## config.mk

```make
export PLATFORM = sky130hd
export DESIGN_NAME = regfile_mp
export DESIGN_NICKNAME = d
export VERILOG_FILES = /design/src/rtl/regfile_mp.sv
export SDC_FILE = /design/constraint.sdc
export NUM_CORES = 1
export LEC_CHECK = 0
export CORE_UTILIZATION = 47
export DETAILED_ROUTE_END_ITERATION = 7
export PLACE_DENSITY = 0.63
export SETUP_SLACK_MARGIN = 0.2
export SLEW_MARGIN = 25
export SYNTH_ARGS = -nofsm -noshare
export SYNTH_HDL_FRONTEND = slang
export SYNTH_SLANG_ARGS = --single-unit
```

## constraint.sdc

```tcl
create_clock -name clk -period 3.52 [get_ports clk]
set_input_delay 0.352 -clock clk [delete_from_list [all_inputs] [get_ports clk]]
set_output_delay 0.352 -clock clk [all_outputs]
set_load 0.02 [all_outputs]
```

## src/rtl/regfile_mp.sv

```systemverilog
// Multi-read-port GPR file with entry 0 hardwired to zero, write-to-read bypass and a
// post-reset clearing sweep. Define REGFILE_SCOREBOARD_EN to add per-entry busy tracking.
module regfile_mp #(
  parameter int DATA_W = 32,
  parameter int ADDR_W = 5,
  parameter int NUM_RD = 2
) (
  input  logic                     clk,
  input  logic                     rst,
  input  logic [NUM_RD*ADDR_W-1:0] raddr_i,
  output logic [NUM_RD*DATA_W-1:0] rdata_o,
  input  logic                     we_i,
  input  logic [ADDR_W-1:0]        waddr_i,
  input  logic [DATA_W-1:0]        wdata_i,
`ifdef REGFILE_SCOREBOARD_EN
  input  logic                     alloc_i,
  input  logic [ADDR_W-1:0]        alloc_addr_i,
`endif
  output logic                     ready_o,
  output logic [NUM_RD-1:0]        busy_o
);

  localparam int DEPTH = 1 << ADDR_W;

  typedef enum logic {INIT, RUN} state_e;

  state_e              state_q;
  logic [ADDR_W-1:0]   cnt_q;
  logic                ready_q;
  logic [DATA_W-1:0]   mem_q [1:DEPTH-1];
  logic                wr_en;

  // A write presented while reset is sampled is dropped.
  assign wr_en   = !rst && (state_q == RUN) && we_i && (waddr_i != '0);
  assign ready_o = ready_q;

  // NOTE: sequential state uses non-blocking assignments so every flop samples pre-edge values.
  always_ff @(posedge clk) begin
    if (rst) begin
      state_q <= INIT;
      cnt_q   <= '0;
      ready_q <= 1'b0;
    end else if (state_q == INIT) begin
      cnt_q <= cnt_q + 1'b1;
      if (&cnt_q) begin
        state_q <= RUN;
        ready_q <= 1'b1;
      end
    end
  end

  // NOTE: the array has no reset branch; the INIT sweep clears it one entry per cycle.
  always_ff @(posedge clk) begin
    if (state_q == INIT) begin
      if (cnt_q != '0) mem_q[cnt_q] <= '0;
    end else if (wr_en) begin
      mem_q[waddr_i] <= wdata_i;
    end
  end

`ifdef REGFILE_SCOREBOARD_EN
  logic [DEPTH-1:0] busy_q;

  // Clear on write first, then set on alloc, so a same-cycle allocation wins.
  always_ff @(posedge clk) begin
    if (state_q == INIT) begin
      busy_q[cnt_q] <= 1'b0;
    end else if (!rst) begin
      if (we_i) busy_q[waddr_i] <= 1'b0;
      if (alloc_i && (alloc_addr_i != '0)) busy_q[alloc_addr_i] <= 1'b1;
    end
  end
`endif

  // NOTE: every output of this block gets a default first, so no latch is inferred.
  always_comb begin : read_ports
    logic [ADDR_W-1:0] ra;
    rdata_o = '0;
    busy_o  = '0;
    for (int k = 0; k < NUM_RD; k++) begin
      ra = raddr_i[k*ADDR_W +: ADDR_W];
      if ((state_q == RUN) && (ra != '0)) begin
        if (we_i && (waddr_i == ra)) begin
          rdata_o[k*DATA_W +: DATA_W] = wdata_i;
        end else begin
          rdata_o[k*DATA_W +: DATA_W] = mem_q[ra];
`ifdef REGFILE_SCOREBOARD_EN
          busy_o[k] = busy_q[ra];
`endif
        end
      end
    end
  end

endmodule

```

# [Word-level counts from Yosys, hierarchy flattened]
# Memories as Yosys holds them, arrays and structs flattened.
# Index checks and enable logic that the tools add are counted.
[totals] regBits=7 mem_bits_rw=992 inputBits=50 output_inout_bits=67 elab_cells=38 n_memories=1
[classes] n_addsub=1 eq_ne=2 n_mux=15 n_bitwise=1 n_reduce_logical=15
[mem_list] name="mem_q" depth=31 width=32 rd=2 rd_ports_with_merged_regs=0 wr=1 line_no="30" rtl="logic [DATA_W-1:0] mem_q [1:DEPTH-1];"
[op_table] op="32-bit two-way mux" n=5
[op_table] op="32-bit OR reduction" n=1
[op_table] op="5-bit nonzero test" n=4
[op_table] op="5-bit equality test" n=2
[op_table] op="1-bit two-way mux" n=9
[op_table] op="1-bit logical AND" n=7
[op_table] op="6-bit AND reduction" n=1
[op_table] op="5-bit by 1-bit adder with 5-bit output, second input constant" n=1
[op_table] op="5-bit two-way mux" n=1
[op_table] op="5-bit AND reduction" n=1
[op_table] op="1-bit logical NOT" n=1
[op_table] op="1-bit inverter" n=1

# [Logic depth before layout (Yosys ltp)]
# Gate-level depths: netlist (run 1).
[depth] depth_word=9 ltp_mapped=10

# [Worst setup path after synthesis (run 1)]
# OpenSTA, ideal clock, no wires.
[synth_timing] path_type="input to register" start="input rst" end="memory mem_q[24][0], enable pin" t_arrival_ns=2.983 setup_slack_ns=0.116 path_stages=7 path_buffers=3 path_cell_list="clkbuf_1 and3b_1 a21boi_1 buf_2 buf_2 a41oi_1 nor2_1"
[synth_between] elab_chain_cells=9 elab_cells_between_ends=10
[synth_lines] element="from (decl)" line_no="9" rtl="input logic rst,"
[synth_lines] element="1-bit logical NOT (*)" line_no="34" rtl="assign wr_en = !rst && (state_q == RUN) && we_i && (waddr_i != '0);"
[synth_lines] element="1-bit logical AND (*) (3 in series)" line_no="34"
[synth_lines] element="1-bit two-way mux (*)" line_no="56" rtl="end else if (wr_en) begin"
[synth_lines] element="1-bit two-way mux (*)" line_no="54" rtl="if (state_q == INIT) begin"
[synth_lines] element="1-bit two-way mux (implied by the code) (*)" line_no="57" rtl="mem_q[waddr_i] <= wdata_i;"
[synth_lines] element="32-bit OR reduction (no line)"
[synth_lines] element="5-bit two-way mux (no line) / 1-bit two-way mux (equally long branches)"
[synth_lines] element="to (decl)" line_no="30"
# Mark *: on every way between the ends. The rest lies on a longest branch, timed or not.

# [Worst setup path after layout (run 1)]
[layout_timing] start="input raddr_i[2]" end="output rdata_o[16]"
[layout_between] elab_chain_cells=4 elab_cells_between_ends=7
[layout_lines] element="from (decl)" line_no="10" rtl="input logic [NUM_RD*ADDR_W-1:0] raddr_i,"
[layout_lines] element="parallel branches: the longest is 3 deep, another holds memory 31 x 32 bit"
[layout_lines] element="32-bit two-way mux (*)" line_no="82" rtl="if ((state_q == RUN) && (ra != '0)) begin"
[layout_lines] element="to (decl)" line_no="11" rtl="output logic [NUM_RD*DATA_W-1:0] rdata_o,"
# Mark *: on every way between the ends.

==> results of run 1 <==
-- worst max path at each step --
| stage | end | startpoint |
|---|---|---|
| after floorplan | mem_q[24][0] | rst |
| after global placement | rdata_o[16] | raddr_i[0] |
| after detailed placement | rdata_o[16] | raddr_i[0] |
| after CTS | rdata_o[16] | raddr_i[0] |
| after global routing | rdata_o[16] | raddr_i[2] |
| final | rdata_o[16] | raddr_i[2] |
-- registers in the layout (all words and copies together), names as in the netlist --
register / flops
cnt_q: 5
state_q: 1
ready_o: 1
mem_q: 992
-- power groups by stage --
stage | Sequential [mW] | Clock [mW] | Combinational, mW
finish | 13.0 | 10.7 | 1.85
floorplan | 13.2 | 0 | 1.06
global route | 13.0 | 11.2 | 1.91
detailed placement | 13.2 | 0 | 1.79
CTS | 13.0 | 10.8 | 1.80
global placement | 13.2 | 0 | 1.78
-- cell families after synthesis --
| kind of cell | Yosys count | share of synthesized area |
|---|---|---|
| flip-flops | 999 | 0.633 |
| XOR/XNOR | 13 | 0.00241 |
| adder cells (fa/ha/maj) | 3 | 0.000794 |
| buffers and inverters | 241 | 0.0246 |
| AND/OR/NAND/NOR | 271 | 0.0266 |
| AO/OA/AOI/OAI | 523 | 0.0769 |
| other | 1 | 0.0000793 |
| multiplexers | 681 | 0.236 |
-- cells in the final DEF, fill, tap and decap left out, types with 19 or more instances in the layout --
| master | count |
|---|---|
| clkinv_1 | 20 |
| a221o_1 | 19 |
| clkbuf_1 | 23 |
| a22o_1 | 26 |
| o21ai_0 | 45 |
| a22oi_1 | 39 |
| a211oi_1 | 79 |
| nand2_1 | 65 |
| clkbuf_16 | 105 |
| buf_12 | 72 |
| mux2i_1 | 319 |
| nor2_1 | 78 |
| o221ai_1 | 20 |
| o211ai_1 | 19 |
| a21oi_1 | 116 |
| edfxtp_1 | 992 |
| a221oi_1 | 30 |
| clkdlybuf4s50_1 | 84 |
| mux4_2 | 345 |
| buf_4 | 165 |
| nor2_4 | 34 |
| o22ai_1 | 57 |
-- tightest hold or removal path: stages --
cell	delay, ns
clkdlybuf4s50_1	0.44
buf_4	0.18
nor2_1	0.09
-- routing by layer --
| metal | up-vias | wire length, microns | global-route usage |
|---|---|---|---|
| met5 | - | 0 | 0 |
| met3 | 417 | 16000 | 0.0645 |
| li1 | 12000 | - | - |
| met4 | 0 | 7120 | 0.133 |
| met2 | 1904 | 73700 | 0.484 |
| met1 | 16000 | 58800 | 0.407 |
-- layout make-up --
cell class	instances	area [sq um]
diodes	2	5.00
inverters	7	26.3
multi-input cells	1493	16600
fillers	7493	43600
clock buffers	125	2640
repair buffers	359	4010
flip-flops and latches	999	29900
clock inverters	56	579
well taps	1287	1610
-- stage by stage --
step	TNS (ns)	hold slack, ns
global route	0	0.425
detailed placement	-0.198	0.507
global placement	-0.273	0.501
floorplan	0	0.527
finish	0	0.421
CTS	0	0.397
-- timing repair --
item | in CTS | in global routing
pin swaps | 3 | 1
buffers inserted | 3 | 1
cloned | 1 | 3
endpoints found under the setup margin | 40 | 31
gates resized for setup | 32 | 21
==> impl_metrics.yaml, run 1 <==
placement:
  dp.cells: 4134
  post-place-ws_ns: -0.157
  dpl-instance-area_sq_um: 51900
  dp_hpwl_mm: 94.4
  place.gp.congestion: 0.896
  port_buffers: 114
floorplan:
  std_cell_rows: 115
  dieHeight_microns: 319
  initial_utilization: 0.478
  die_area_sq_um: 102000
  die_w_microns: 319
  io_pins: 117
  core_area_sq_um: 99000
detailed_routing:
  drt-pass1-iter-count: 5
  via_per_inst: 7.00
  vias: 30300
  ant_nets: 0
  first_iter_violations: 3868
  routedWlPerCell_microns: 36.0
  totalWireLength_mm: 156
  drcViolationCount: 0
timing:
  fin_worst_skew_ns: 0.0240
  maxSlewHeadroom: 0.242
  setup_slack_ns: 0.110
  slew_violations: 0
  setup_viol: 0
  worst_pin_slew_ns: 1.13
  hold_violations: 0
  rsz0062_at_grt: "yes"
  finalCritPeriodShare: 0.969
  fmax_mhz: 293
  fin_crit_ns: 3.41
power_and_ir_drop:
  power_frac_comb: 0.072
  internal_power_mw: 19.8
  swShare: 0.227
  p_clk_frac: 0.419
  cellPowerDensity_nw_per_um2: 461
  p_leak_nw: 16.7
  p_switching_mw: 5.80
  ir_worst_vdd_mv: 0.441
  power.total_mw: 25.6
  power.share.sequential: 0.509
synthesis:
  yosysTopAreaCell: "edfxtp_1"
  synth_warnings: 0
  synth.area.top_cells: "edfxtp_1, mux4_2, mux2i_1, a211oi_1, a21oi_1"
  synth.cell_area_sq_um: 47300
  syn_inst: 2732
  avgSynthCellArea_sq_um: 17.3
  yosys-top-cells-count: "edfxtp_1, mux4_2, mux2i_1, clkbuf_1, a21oi_1"
  ys_seq_area_frac: 0.633
  ys_ff_latch: 999
  yosysMostFrequentCell: "edfxtp_1"
  synth_edf_count: 992
  async_flop_share: 0
  synth_cell_types: 49
  ys.flop_type: "edfxtp_1"
  synth_top_area_share: 0.630
clock_network:
  clockRootBuffer: "clkbuf_16"
  clockBufferDepth: 3
  cts.sinks: 999
  tritoncts: "yes"
  cts.clk_slew.worst_paths_ns: 0.06
  cts_hold_repair.buffers: 0
  clk_latency_ns: 0.70
  ctsHtreeMaxLevel: 3
  numCtsBuffers: 101
worst_setup_path:
  max_stage_delay_ns: 0.62
  required_ns: 3.17
  cp_num_cells: 9
  rrSetupSlack_ns: 0.58
  crit_chain: "clkbuf_4, buf_4, and2_1, a221oi_1, o21ai_0, buf_4, a211oi_4, a221o_1, clkdlybuf4s50_1"
  r2r-end: "mem_q[30][4]"
  r2r_start: "state_q"
  ff2ff_path_depth: 6
  critPathBufInv: 4
  cp_top_family: "buffers and inverters"
  path_class: "input pin to output pin"
  slowest_stage: "clkdlybuf4s50_1"
  cp-end-kind: "output pin"
  cp_max_fo: 10
  crit_top_cell: "buf_4"
  cp-start-kind: "input pin"
  arrival_ns: 3.06
global_routing:
  grt_pass1_wl_mm: 221
  grt_overflow_total: 0
  grt_antenna_before_repair: 2
  grt.total_usage: 0.305
  grt_pass1_vias: 30300
  grt_max_degree: 44
hold_path:
  min_path_type: "input pin to register"
  min_path_cells: 3
  min_to: "cnt_q[2]"
  hold_path_startpoint: "rst"
cells_and_area:
  stdcell_area_sq_um: 55400
  synthToLayoutAreaGrowth_pct: 17.2
  drive_gt1_frac: 0.274
  finalNetCount: 3014
  post-route-util: 0.560
  final_cells: 4328
run_status:
  run_status: "finished clean"
run:
  maxCapViolations: 0
Note: power is estimated with default switching activity, not from simulation.
==> inputs of run 2 (changes only) <==
Settings changed: CORE_UTILIZATION 47 to 56, PLACE_DENSITY 0.63 to 0.73.
==> impl_metrics.yaml, run 2 (same netlist as run 1, synthesis figures left out) <==
placement:
  dp.cells: 3963
  post-place-ws_ns: 0.0578
  dp_hpwl_mm: 90.7
  place.gp.congestion: 0.895
  dpl-instance-area_sq_um: 51900
  port_buffers: 114
clock_network:
  ctsHtreeMaxLevel: 3
  tritoncts: "yes"
  cts.sinks: 999
  clockRootBuffer: "clkbuf_16"
  numCtsBuffers: 101
  cts.clk_slew.worst_paths_ns: 0.07
  clockBufferDepth: 3
  clk_latency_ns: 0.69
power_and_ir_drop:
  p_leak_nw: 16.8
  ir_worst_vdd_mv: 0.400
  cellPowerDensity_nw_per_um2: 467
  power.total_mw: 25.9
worst_setup_path:
  arrival_ns: 3.00
  cp-end-kind: "output pin"
  cp_max_fo: 11
  cp-start-kind: "input pin"
  required_ns: 3.17
  path_class: "input pin to output pin"
cells_and_area:
  largest_reg_flops: 992
  finalNetCount: 3040
  reg_top3: "mem_q: 992 flops, cnt_q: 5 flops"
  final_cells: 4152
  top_register: "mem_q"
  drive_gt1_frac: 0.278
  layout_commonest_cell: "edfxtp_1"
  post-route-util: 0.664
  final_cell_mix: "edfxtp_1, mux4_2, mux2i_1"
  synthToLayoutAreaGrowth_pct: 17.3
  stdcell_area_sq_um: 55500
run_status:
  run_status: "finished clean"
hold_path:
  min_path_type: "input pin to register"
detailed_routing:
  ant_nets: 0
  via_per_inst: 7.39
  totalWireLength_mm: 148
  routedWlPerCell_microns: 35.7
  drt-pass1-iter-count: 6
  drcViolationCount: 0
  first_iter_violations: 4075
  vias: 30700
floorplan:
  io_pins: 117
  die_w_microns: 293
  initial_utilization: 0.566
  std_cell_rows: 106
  die_area_sq_um: 85600
  dieHeight_microns: 293
  core_area_sq_um: 83600
global_routing:
  grt_max_degree: 105
  grt_pass1_wl_mm: 213
  grt_pass1_vias: 30500
  grt_overflow_total: 0
  grt.total_usage: 0.348
  grt_antenna_before_repair: 1
timing:
  hold_ws_ns: 0.412
  setup_viol: 0
  fin_crit_ns: 3.35
  maxSlewHeadroom: 0.257
  rsz0062_at_grt: "yes"
  hold_violations: 0
  setup_slack_ns: 0.166
  slew_violations: 0
  finalCritPeriodShare: 0.953
  worst_pin_slew_ns: 1.11
  fin_worst_skew_ns: 0.0207
  fmax_mhz: 298
  final.setup.tns_ns: 0
run:
  maxCapViolations: 0
## run 2: cell count changes in the layout (fill, tap and decap cells not counted), moves of 4 or more
| cell | delta |
|---|---|
| and2_1 | +18 |
| clkinvlp_4 | +5 |
| o21ai_0 | +5 |
| buf_4 | +30 |
| buf_12 | +4 |
| clkbuf_1 | -5 |
| dlygate4sd2_1 | -7 |
| and2_2 | -18 |
| o21ai_1 | -4 |
| clkdlybuf4s50_1 | +8 |
| bufinv_16 | +5 |
## run 2: power breakdown
group          internal [mW]  leakage, nW  switching (mW)
Combinational          0.728         7.44            1.08
Clock                   6.44         1.65            4.65
Sequential              13.0         7.69          0.0377
## run 2: worst max-delay path, stage by stage
cell and delay, ns:
clkbuf_4 0.22, buf_4 0.22, nor2_2 0.75, buf_4 0.37
a22oi_1 0.10, nand2_1 0.16, a32o_1 0.19, clkdlybuf4s50_1 0.60
## run 2: what timing repair did
item,in CTS,in global routing
setup buffers,0,1
endpoints found under the hold margin,0,0
hold buffers,0,0
setup endpoints to repair,38,17
pin swaps,0,1
resized for setup,19,12
## run 2: layer usage
metal / share of wire / track usage / vias to the layer above / wire length (microns)
met4: 0.053 / 0.168 / 0 / 7830
met1: 0.35 / 0.465 / 15700 / 51900
met3: 0.12 / 0.0804 / 501 / 18400
li1: - / - / 12100 / -
met2: 0.47 / 0.545 / 2421 / 69900
met5: 0 / 0 / - / 0
## run 2: final cells by class
cell class                 instances  area (sq um)
sequential                       999         29900
fill                            5429         28100
multi-input combinational       1493         16600
timing repair buffer             385          4140
clock buffer                     120          2620
tap                             1080          1350
clock inverter                    67           793
inverter                           7          26.3
antenna                            1          2.50
## run 2: path summary, 6_finish.rpt
path / startpoint / endpoint / slack, ns / cells after the start
min: rst / cnt_q[1] / 0.41 / 3
max reg2reg: state_q / mem_q[29][7] / 0.61 / 6
max: raddr_i[2] / rdata_o[1] / 0.17 / 8
min reg2reg: ready_o / ready_o / 0.51 / 2
